[src/rtl/pcie_commit_rx_merge.sv]
// ---------------------------------------------------------------------------
// pcie_commit_rx_merge
//
// Packet-atomic arbiter that merges the locally generated write-commit
// stream into the host-to-AFU RX stream of one PF/VF MUX tree port.
// Commits are single-beat completions and win arbitration at packet
// boundaries. A burst limit lets waiting multi-beat RX traffic make progress.
// RX packets are never interleaved with commits.
//
// Optional feature macro: PCIE_COMMIT_MERGE_CNT_EN
//   defined   -> commit_cnt_o is a saturating count of forwarded commits
//   undefined -> no counter register is built, commit_cnt_o reads 32'h0
//
// Parameters:
//   TDATA_WIDTH       data width of all streams
//   TUSER_WIDTH       tuser_vendor width of all streams
//   MAX_COMMIT_BURST  consecutive commit grants allowed while RX waits (1..15)
//
// Ports:
//   clk, rst_n             clock, asynchronous active-low reset
//   rx_in_*                host RX packets (sink), multi-beat, framed by tlast
//   commit_in_*            local commits (sink), every beat is a packet
//   rx_out_*               merged stream toward the AFU (source)
//   commit_cnt_o           saturating commit count (0 when compiled out)
// ---------------------------------------------------------------------------
module pcie_commit_rx_merge #(
    parameter int TDATA_WIDTH      = 512,
    parameter int TUSER_WIDTH      = 10,
    parameter int MAX_COMMIT_BURST = 4
) (
    input  logic                     clk,
    input  logic                     rst_n,

    input  logic                     rx_in_tvalid_i,
    output logic                     rx_in_tready_o,
    input  logic [TDATA_WIDTH-1:0]   rx_in_tdata_i,
    input  logic [TDATA_WIDTH/8-1:0] rx_in_tkeep_i,
    input  logic                     rx_in_tlast_i,
    input  logic [TUSER_WIDTH-1:0]   rx_in_tuser_vendor_i,

    input  logic                     commit_in_tvalid_i,
    output logic                     commit_in_tready_o,
    input  logic [TDATA_WIDTH-1:0]   commit_in_tdata_i,
    input  logic [TDATA_WIDTH/8-1:0] commit_in_tkeep_i,
    input  logic                     commit_in_tlast_i,
    input  logic [TUSER_WIDTH-1:0]   commit_in_tuser_vendor_i,

    output logic                     rx_out_tvalid_o,
    input  logic                     rx_out_tready_i,
    output logic [TDATA_WIDTH-1:0]   rx_out_tdata_o,
    output logic [TDATA_WIDTH/8-1:0] rx_out_tkeep_o,
    output logic                     rx_out_tlast_o,
    output logic [TUSER_WIDTH-1:0]   rx_out_tuser_vendor_o,

    output logic [31:0]              commit_cnt_o
);

    localparam logic [3:0] BURST_MAX = 4'(MAX_COMMIT_BURST);

    typedef enum logic [0:0] {
        S_IDLE    = 1'b0,
        S_RX_LOCK = 1'b1
    } state_e;

    state_e                   state_q, state_d;
    logic [3:0]               burst_cnt_q, burst_cnt_d;
    logic                     out_valid_q, out_valid_d;
    logic                     out_tlast_q, out_tlast_d;
    logic [TDATA_WIDTH-1:0]   out_tdata_q, out_tdata_d;
    logic [TDATA_WIDTH/8-1:0] out_tkeep_q, out_tkeep_d;
    logic [TUSER_WIDTH-1:0]   out_tuser_q, out_tuser_d;

    logic acc;
    logic burst_ok;
    logic rx_xfer;
    logic commit_xfer;
    logic load;

    // -----------------------------------------------------------------------
    // Arbitration, input readies and next-state
    // -----------------------------------------------------------------------
    always_comb begin
        acc                = !out_valid_q || rx_out_tready_i;
        burst_ok           = (burst_cnt_q < BURST_MAX);
        rx_in_tready_o     = 1'b0;
        commit_in_tready_o = 1'b0;
        state_d            = state_q;
        burst_cnt_d        = burst_cnt_q;

        // Readies are built without looking at the same input's tvalid:
        // commit ready only looks at rx valid, rx ready only at commit valid.
        // The two can never both produce a transfer in the same cycle.
        if (rst_n) begin
            case (state_q)
                S_IDLE: begin
                    commit_in_tready_o = acc && (burst_ok || !rx_in_tvalid_i);
                    rx_in_tready_o     = acc && !(commit_in_tvalid_i && burst_ok);
                end
                S_RX_LOCK: begin
                    rx_in_tready_o = acc;
                end
                default: ;
            endcase
        end

        rx_xfer     = rx_in_tvalid_i && rx_in_tready_o;
        commit_xfer = commit_in_tvalid_i && commit_in_tready_o;
        load        = rx_xfer || commit_xfer;

        case (state_q)
            S_IDLE: begin
                if (commit_xfer) begin
                    if (burst_ok) begin
                        burst_cnt_d = burst_cnt_q + 4'd1;
                    end
                end else if (rx_xfer || !commit_in_tvalid_i) begin
                    burst_cnt_d = 4'd0;
                end
                if (rx_xfer && !rx_in_tlast_i) begin
                    state_d = S_RX_LOCK;
                end
            end
            S_RX_LOCK: begin
                if (rx_xfer && rx_in_tlast_i) begin
                    state_d = S_IDLE;
                end
            end
            default: state_d = S_IDLE;
        endcase
    end

    // -----------------------------------------------------------------------
    // Output stage next values
    // -----------------------------------------------------------------------
    always_comb begin
        out_valid_d = load || (out_valid_q && !rx_out_tready_i);
        out_tlast_d = out_tlast_q;
        out_tdata_d = out_tdata_q;
        out_tkeep_d = out_tkeep_q;
        out_tuser_d = out_tuser_q;
        if (commit_xfer) begin
            // A commit is always a whole packet, whatever its tlast says.
            out_tlast_d = 1'b1;
            out_tdata_d = commit_in_tdata_i;
            out_tkeep_d = commit_in_tkeep_i;
            out_tuser_d = commit_in_tuser_vendor_i;
        end else if (rx_xfer) begin
            out_tlast_d = rx_in_tlast_i;
            out_tdata_d = rx_in_tdata_i;
            out_tkeep_d = rx_in_tkeep_i;
            out_tuser_d = rx_in_tuser_vendor_i;
        end
    end

    // -----------------------------------------------------------------------
    // Control registers
    // -----------------------------------------------------------------------
    always_ff @(posedge clk or negedge rst_n) begin
        if (!rst_n) begin
            state_q     <= S_IDLE;
            burst_cnt_q <= 4'd0;
            out_valid_q <= 1'b0;
            out_tlast_q <= 1'b0;
        end else begin
            state_q     <= state_d;
            burst_cnt_q <= burst_cnt_d;
            out_valid_q <= out_valid_d;
            out_tlast_q <= out_tlast_d;
        end
    end

    // Data fields are qualified by out_valid_q and need no reset.
    always_ff @(posedge clk) begin
        out_tdata_q <= out_tdata_d;
        out_tkeep_q <= out_tkeep_d;
        out_tuser_q <= out_tuser_d;
    end

    assign rx_out_tvalid_o       = out_valid_q;
    assign rx_out_tlast_o        = out_tlast_q;
    assign rx_out_tdata_o        = out_tdata_q;
    assign rx_out_tkeep_o        = out_tkeep_q;
    assign rx_out_tuser_vendor_o = out_tuser_q;

    // -----------------------------------------------------------------------
    // Optional commit counter
    // -----------------------------------------------------------------------
`ifdef PCIE_COMMIT_MERGE_CNT_EN
    logic [31:0] commit_cnt_q, commit_cnt_d;

    always_comb begin
        commit_cnt_d = commit_cnt_q;
        if (commit_xfer && (commit_cnt_q != 32'hFFFF_FFFF)) begin
            commit_cnt_d = commit_cnt_q + 32'd1;
        end
    end

    always_ff @(posedge clk or negedge rst_n) begin
        if (!rst_n) begin
            commit_cnt_q <= 32'd0;
        end else begin
            commit_cnt_q <= commit_cnt_d;
        end
    end

    assign commit_cnt_o = commit_cnt_q;
`else
    assign commit_cnt_o = 32'h0;
`endif

endmodule
[config.mk]
export PLATFORM = sky130hd
export DESIGN_NAME = pcie_commit_rx_merge
export DESIGN_NICKNAME = d
export VERILOG_FILES = /design/src/rtl/pcie_commit_rx_merge.sv
export SDC_FILE = /design/constraint.sdc
export NUM_CORES = 1
export LEC_CHECK = 0
export BUFFER_PORTS_ARGS = -buffer_cell sky130_fd_sc_hd__buf_2
export CORE_AREA = 2 2 709 711
export DETAILED_ROUTE_END_ITERATION = 8
export DIE_AREA = 0 0 711 713
export PLACE_DENSITY_LB_ADDON = 0.15
export SYNTH_ARGS = -nofsm -noshare
export SYNTH_HDL_FRONTEND = slang
export SYNTH_SLANG_ARGS = --single-unit
[constraint.sdc]
create_clock -name clk -period 31.5 [get_ports clk]
set_input_delay 1.575 -clock clk [delete_from_list [all_inputs] [get_ports clk]]
set_output_delay 1.575 -clock clk [all_outputs]
set_load 0.05 [all_outputs]
After elaboration in Yosys (flattened, before gate mapping)
Cells that the tools add are included.
Widths: inputs -> output; s select.
{ "classes": {"n_mux": 18, "n_eq_ne": 1, "reduce_logical": 22, "n_bitwise": 1, "n_addsub": 1, "order_cmp": 1} }
{ "ops": {"columns": ["cell", "count"], "rows": [
  ["$mux 512", 2],
  ["$mux 64", 2],
  ["$mux 10", 2],
  ["$mux 4", 3],
  ["$logic_and 1x1->1", 8],
  ["$mux 1", 7],
  ["$logic_not 1->1", 6],
  ["$logic_or 1x1->1", 5],
  ["$add 4x1->4 const B", 1],
  ["$lt 4x3->1 const B", 1],
  ["$pmux 1 s2", 2],
  ["$reduce_bool 2->1", 2],
  ["$reduce_and 3->1", 1],
  ["$ne 2x2->1 const B", 1],
  ["$not 1->1", 1]
]} }
{ "word_totals": {"inputBits": 1179, "ff_bits": 593, "elab_cells": 51, "out_inout_bits": 622} }

Logic depth before layout (Yosys ltp)
Gate-level depths: netlist (run 1).
{ "logic_depth": {"ltp_word": 10, "mapped_depth": 7, "depth_no_buf": 4} }

Worst setup path after synthesis (run 1)
Ideal clock, no wire load.
{ "synth_path": {"kind": "input-to-reg", "startpoint": "input port commit_in_tvalid_i", "endpoint": "register out_tdata_q[0] (netlist: rx_out_tdata_o[0]) (enable)", "stages": 3, "required_ps": 29949, "arrival_time_ps": 26115, "setup_ps": 1551, "path_slack_ps": 3834, "cell_sequence": "nor2b_1 > nor2_1 > nor2_1"} }
{ "synth_between": {"elab_chain_len": 7, "word_cells_on_any_way": 8, "classes_between": "2 x mux; 6 x reduce/logical"} }
{ "synth_lines": {"columns": ["item", "line", "text"], "rows": [
  ["start: declaration", "41", "input logic commit_in_tvalid_i,"],
  ["$logic_and 1x1->1", "97", "rx_in_tready_o = acc && !(commit_in_tvalid_i && burst_ok);"],
  ["$logic_not 1->1", "97", null],
  ["$logic_and 1x1->1", "97", null],
  ["$pmux 1 s2", "94", "case (state_q)"],
  ["$mux 1", "93", "if (rst_n) begin"],
  ["$logic_and 1x1->1", "106", "rx_xfer = rx_in_tvalid_i && rx_in_tready_o;"],
  ["$reduce_bool 2->1 (no source line) (*)", null, null],
  ["end signal: assignment", "174", "out_tdata_q <= out_tdata_d;"],
  ["end: declaration", "69", "logic [TDATA_WIDTH-1:0] out_tdata_q, out_tdata_d;"]
]} }
Mark *: on every way between the ends. The rest lies on a longest branch, timed or not.
A chain may end at the register's enable or synchronous reset.

Worst setup path in the final report (run 1)
{ "layout_path": {"startpoint": "input port commit_in_tvalid_i", "endpoint": "register out_tdata_q[125] (netlist: rx_out_tdata_o[125]) (enable)"} }
The elaborated chain is that of the path after synthesis.

==> results of run 1 <==
## layer usage
metal / vias up / GRT usage / share of wire
met5: - / 0 / 0.00073
met4: 36 / 0.0278 / 0.029
met1: 10500 / 0.122 / 0.36
met2: 1474 / 0.196 / 0.48
met3: 391 / 0.0675 / 0.13
li1: 8794 / - / -
## cell usage in the layout (no fill, tap or decap), types with 2 or more instances in the layout
cell type / netlist / final
buf_2: 16 / 1767
edfxtp_1: 586 / 586
mux2_4: 429 / 429
mux2_2: 157 / 157
clkbuf_16: 0 / 99
diode_2: 0 / 44
conb_1: 1 / 32
clkinv_1: 0 / 21
buf_4: 32 / 21
clkbuf_1: 0 / 18
clkinv_2: 0 / 13
dfrtp_1: 7 / 7
clkinvlp_4: 0 / 6
bufinv_16: 0 / 6
nand2_1: 5 / 5
nor2_1: 5 / 4
inv_6: 0 / 4
nor2b_1: 3 / 3
mux2i_1: 3 / 3
o21ai_0: 2 / 2
inv_1: 2 / 2
buf_12: 0 / 2
## logic make-up (layout without fill, tap and decap cells)
logic type               count (synthesis)  in the layout  synth area share
adder cells (fa/ha/maj)                  1              1          0.000463
multiplexers                           589            589             0.305
other                                    1             76          0.000139
AO/OA/AOI/OAI                            4              4          0.000879
flip-flops                             593            593             0.657
buffers and inverters                   99           1961            0.0325
AND/OR/NAND/NOR                         21             21           0.00407
## state kept, by name, summed over array words and instances (netlist names), named ones only
name and flops:
rx_out_tlast_o 1, rx_out_tdata_o 512, rx_out_tvalid_o 1, burst_cnt_q 4
rx_out_tuser_vendor_o 10, rx_out_tkeep_o 64
## worst max-delay path by stage
| stage | slack, ns | from | endpoint |
|---|---|---|---|
| floorplan | 3.83 | commit_in_tvalid_i | rx_out_tdata_o[0] |
| global placement | 24.34 | commit_in_tvalid_i | rx_out_tdata_o[174] |
| detailed placement | 24.40 | commit_in_tvalid_i | rx_out_tdata_o[174] |
| CTS | 25.32 | commit_in_tvalid_i | rx_out_tdata_o[291] |
| global route | 25.01 | commit_in_tvalid_i | rx_out_tdata_o[125] |
| finish | 25.38 | commit_in_tvalid_i | rx_out_tdata_o[125] |
## stage by stage
stage	area (um2)	hold slack [ns]	std cells	util	power (mW)
finish	46800	0.479	9926	0.0937	2.77
global route	46700	0.506	9897	0.0935	2.90
CTS	46700	0.481	9882	0.0935	2.87
detailed placement	43700	0.476	9713	0.0875	1.73
global placement	43700	0.473	9713	0.0875	1.74
floorplan	27200	0.457	1339	-	1.42
## area by class of cell
| class | instances | area, um2 |
|---|---|---|
| fillers | 57800 | 453000 |
| multi-input cells | 647 | 8530 |
| clock inverters | 52 | 450 |
| well taps | 6681 | 8360 |
| inverters | 2 | 7.51 |
| clock buffers | 117 | 2540 |
| repair buffers | 1790 | 9040 |
| diodes | 44 | 110 |
| flip-flops and latches | 593 | 17800 |
## worst max-delay path: stages
cell and delay (ns):
buf_2 0.11, nor2b_1 0.30, nor2_1 0.13, nor2_4 0.44, buf_4 0.51, buf_4 0.65
buf_4 0.47, buf_4 0.68, buf_4 0.66, buf_4 0.71
## power groups by stage
stage	combinational [mW]	clock (mW)	sequential [mW]
6_report	0.671	1.08	1.02
2_1_floorplan	0.175	0	1.24
3_3_place_gp	0.695	0	1.04
4_1_cts	0.696	1.14	1.03
5_1_grt	0.707	1.16	1.03
3_5_place_dp	0.693	0	1.04
==> summary.md, run 1 <==
| Metric | Value |
|---|---|
| Outcome | `complete, no violations` |
| CTS tree | `built` |
| Min-delay src | `burst_cnt_q[0]` |
| Seq pwr share | `0.369` |
| Worst path required time | `31.91 ns` |
| Setup TNS | `0 ns` |
| Clock insertion delay at the later pin of the skew report | `~0.83 ns` |
| Clock Tree Root | `clkbuf_16` |
| CP Class | `in -> reg` |
| Crit path time final | `around 6.1 ns` |
| PostCTS Resize Cnt | `0` |
| Vias in the first global route | `~22000` |
| # IOs | `1801` |
| Critical path peak fanout | `54` |
| Critical path capture point type | `register` |
| Post-synth EDFFs | `586` |
| CTS sink cnt | `roughly 600` |
| Cell taking the most area after synthesis | `edfxtp_1` |
| P_int | `between 1.5 and 2 mW` |
| Core ar. | `0.500 mm2` |
| First-pass GRT wire length | `between 300000 and 400000 um` |
| Power Density | `59.1 mW/mm2` |
| Slew headroom | `0.273` |
| Rows | `260` |
| Wirelength, routed | `304000 um` |
| Yosys top cell area share | `0.651` |
| DR vias/cell | `roughly 2.1` |
| Synth Cell Area | `0.0270 mm2` |
| Switching Share | `0.362` |
| Fraction of layout cells with a size suffix above 1 | `0.784` |
| IO buf count | `1767` |
| Die height | `713 um` |
| Final Slew Violations | `0` |
| Gr ovfl total | `0` |
| Hold Path Cell Cnt | `1` |
| Highest clock rate | `163 MHz` |
| Maximum Capacitance Violations | `0` |
| Flop2flop setup slack | `around 26 ns` |
| Sequential-to-total area share from yosys stat | `0.657` |
| Hold WC Path Type | `reg -> reg` |
| DR WL/cell | `30.6 um` |
| Comb pwr share | `0.243` |
| Clock share of power | `0.389` |
| Ys Warns | `0` |
| Worst Tran Pin Value | `1.09 ns` |
| Leakage power | `19.0 nW` |
| Antenna violations before repair | `252` |
| Critical path data arrival time | `6.53 ns` |
| TritonRoute pass-1 iters | `4` |
| Num CTS Buffers | `98` |
| Initial DRC count | `1232` |
| Top area cells in the synthesized netlist | `edfxtp_1 65%, mux2_4 24%, mux2_2 6.5%` |
| Post-CTS setup buffers | `0` |
| Clock Tree Buf Depth | `4` |
| Final period util | `0.194` |
| Via count | `21200` |
| Die Wd | `between 700 and 800 um` |
| Post-synth ARST share | `0.0118` |
| List of most frequent post-synthesis cells | `586 x edfxtp_1, 429 x mux2_4, 157 x mux2_2` |
| Reg2reg path depth | `9` |
| Mean Syn Cell Area | `20.7 um2` |
| Net Sw Power | `about 1 mW` |
| VDD IR max | `0.0385 mV` |
| Syn-to-layout area delta | `73.1%` |
| Min-Delay Endpoint | `burst_cnt_q[0]` |
| GRT Util Overall | `0.115` |
| GPL Wtd Cong | `0.945` |
| Post-synth top flop | `edfxtp_1` |
| DR DRC count | `0` |
| Post-Route Skew | `roughly 0.062 ns` |
| Die Area | `0.507 mm2` |
| Reg-to-reg endpoint | `rx_out_tdata_o[125]` |
| Netlist cell types | `24` |
| Post-route ant nets | `0` |
| Setup WS post-layout | `between 20 and 30 ns` |
| Pin count of the biggest net entering global routing | `120` |
| Final hold violations | `0` |
| RSZ-0062 raised after global routing | `no` |
| Final setup vio count | `0` |
| Critical path launch point type | `input port` |
| Post-Synthesis Cells | `1308` |
| Net count, final | `4312` |
| FF+latch count, synth | `593` |
| H-tree depth | `3` |
| DP Worst Slack | `24.40 ns` |
| Count leader, synth | `edfxtp_1` |
| Post-DP HPWL | `between 200000 and 300000 um` |
| Post-CTS Hold Fix Bufs | `0` |
| Initial Utilization | `0.0541` |
| Clk slew on worst S/H paths | `~0.060 ns` |
(Power assumes the default switching activity.)
==> inputs of run 2 (changes only) <==
--- a/config.mk
+++ b/config.mk
@@ -6,9 +6,9 @@
 export NUM_CORES = 1
 export LEC_CHECK = 0
 export BUFFER_PORTS_ARGS = -buffer_cell sky130_fd_sc_hd__buf_2
-export CORE_AREA = 2 2 709 711
+export CORE_AREA = 2 2 711 713
 export DETAILED_ROUTE_END_ITERATION = 8
-export DIE_AREA = 0 0 711 713
+export DIE_AREA = 0 0 713 715
 export PLACE_DENSITY_LB_ADDON = 0.15
 export SYNTH_ARGS = -nofsm -noshare
 export SYNTH_HDL_FRONTEND = slang
==> constraint.sdc (replaced) <==
create_clock -name clk -period 5.09 [get_ports clk]
set_input_delay 0.2545 -clock clk [delete_from_list [all_inputs] [get_ports clk]]
set_output_delay 0.2545 -clock clk [all_outputs]
set_load 0.05 [all_outputs]
==> run 2 against run 1 <==
Register-to-register slack lost 24 ns. Clock-buffer cell count decreased by 8. Sequential power grew to 6.1 times the previous value. Via count increased by 21%. Sequential share of layout area shrank 7.9 points. Non-clock buffer count grew 1200. Critical endpoint is now rx_out_tkeep_o[55]. Highest routed layer unchanged.
==> summary.md, run 2 (synthesis results as in run 1) <==
| Metric | Value |
|---|---|
| P_int | `11.9 mW` |
| DR DRC count | `0` |
| CTS sink cnt | `593` |
| Critical Path Source | `rx_out_tvalid_o` |
| Critical path peak fanout | `75` |
| Seq pwr share | `0.343` |
| Net Sw Power | `6.33 mW` |
| Critical path launch point type | `register` |
| Gr ovfl total | `0` |
| Clock share of power | `0.372` |
| Hold WC Path Type | `in -> reg` |
| Critical path data arrival time | `around 4.3 ns` |
| Worst path required time | `5.62 ns` |
| Critical path capture point type | `register` |
| Max reg flops | `512` |
| Die Wd | `between 700 and 800 um` |
| Final core occ | `0.118` |
| DP Area | `0.0440 mm2` |
| Pin count of the biggest net entering global routing | `86` |
| Highest clock rate | `265 MHz` |
| Via count | `25700` |
| Post-Route Skew | `0.0605 ns` |
| Clock Tree Buf Depth | `4` |
| IO buf count | `1767` |
| DR WL/cell | `27.8 um` |
| Most common cell after layout, fill and taps aside | `buf_2` |
| TritonRoute pass-1 iters | `5` |
| Final period util | `0.740` |
| Clock insertion delay at the later pin of the skew report | `~0.83 ns` |
| Reg2reg path depth | `6` |
| Net count, final | `5509` |
| # IOs | `1801` |
| Clk slew on worst S/H paths | `0.06 ns` |
| Fraction of layout cells with a size suffix above 1 | `0.576` |
| Post-CTS setup buffers | `0` |
| DR vias/cell | `about 2.3` |
| Post-route ant nets | `0` |
| DP Worst Slack | `roughly 1.7 ns` |
| H-tree depth | `3` |
| PostCTS Resize Cnt | `0` |
| Initial Utilization | `0.0538` |
| Num CTS Buffers | `between 90 and 100` |
| Die Area | `between 0.5 and 0.6 mm2` |
| Min-delay src | `commit_in_tdata_i[381]` |
| Worst r2r src | `rx_out_tvalid_o` |
| Antenna violations before repair | `186` |
| Final Slew Violations | `0` |
| Slew headroom | `0.345` |
| Maximum Capacitance Violations | `0` |
| Wirelength, routed | `~310000 um` |
| Vias in the first global route | `27800` |
| Switching Share | `0.347` |
| Final setup vio count | `0` |
| VDD IR max | `approximately 0.27 mV` |
| Setup TNS | `0 ns` |
| Rows | `261` |
| Worst Tran Pin Value | `about 1 ns` |
| RSZ-0062 raised after global routing | `no` |
| Power Density | `309 mW/mm2` |
| GPL Wtd Cong | `between 0.9 and 1` |
| Comb pwr share | `0.285` |
| Outcome | `complete, no violations` |
| Setup WS post-layout | `1.32 ns` |
| Initial DRC count | `1289` |
| CP Class | `reg -> reg` |
| Post-CTS Hold Fix Bufs | `1181` |
| Post-DP HPWL | `278000 um` |
| First-pass GRT wire length | `368000 um` |
| Syn-to-layout area delta | `119%` |
| Post-route cell area | `about 0.059 mm2` |
| Most frequent cells in the layout | `1767 x buf_2, 1181 x dlygate4sd3_1, 586 x edfxtp_1` |
| Core ar. | `0.503 mm2` |
| Final hold violations | `0` |
| Hold Path Cell Cnt | `3` |
| Clock Tree Root | `clkbuf_16` |
| Leakage power | `about 24 nW` |
| Crit path time final | `roughly 3.8 ns` |
| GRT Util Overall | `0.117` |
| CTS tree | `built` |
| Die height | `715 um` |
-- run 2: cell types whose count changed in the layout (fill, tap and decap cells not counted), sizes merged --
cell         change
buf             +19
diode           +21
clkinvlp         -1
dlygate4sd3   +1181
bufinv           +5
clkinv           +6
clkbuf           -8
inv              -2
-- run 2: layout make-up --
cell class	count	area [um2]
Tap cell	6706	8390
Antenna cell	65	163
Timing Repair Buffer	2990	21200
Clock buffer	109	2450
Sequential cell	593	17800
Clock inverter	60	632
Fill cell	57600	444000
Multi-Input combinational cell	647	8540
Inverter	2	7.51
-- run 2: through the flow --
step,power [mW],std cells,hold WS [ns]
after detailed placement,10.8,9757,0.163
after global routing,19.1,11100,0.174
final,18.3,11200,0.249
after global placement,10.8,9757,0.169
after floorplan,8.52,1339,-0.0411
after CTS,18.9,11100,0.113
-- run 2: final timing paths --
| check | end | slack, ns |
|---|---|---|
| max in group asynchronous | rx_out_tvalid_o | 4.12 |
| min in group asynchronous | burst_cnt_q[1] | 0.67 |
| hold reg to reg | burst_cnt_q[0] | 0.49 |
| setup reg to reg | rx_out_tkeep_o[55] | 1.32 |
| setup / recovery | rx_out_tkeep_o[55] | 1.32 |
| hold / removal | rx_out_tdata_o[381] | 0.25 |
-- run 2: power groups by stage --
| stage | clock network [mW] | logic, mW | registers, mW |
|---|---|---|---|
| 6_report | 6.79 | 5.20 | 6.26 |
| 5_1_grt | 7.28 | 5.51 | 6.30 |
| 4_1_cts | 7.18 | 5.39 | 6.29 |
| 3_5_place_dp | 0 | 4.39 | 6.38 |
| 3_3_place_gp | 0 | 4.40 | 6.39 |
| 2_1_floorplan | 0 | 1.08 | 7.44 |
-- run 2: metal layers --
metal | part of all wire | vias to the layer above | global-route usage
li1 | - | 11200 | -
met1 | 0.38 | 12700 | 0.129
met2 | 0.48 | 1365 | 0.200
met3 | 0.12 | 370 | 0.0590
met4 | 0.030 | 16 | 0.0274
met5 | 0.00036 | - | 0
-- run 2: worst max-delay path, stage by stage, from the launching register on --
cell and delay (ns):
dfrtp_2 0.42, nand2b_4 0.10, and2_1 0.26, nand3_4 0.73
buf_12 0.54, mux2_2 0.48, dlygate4sd3_1 0.68
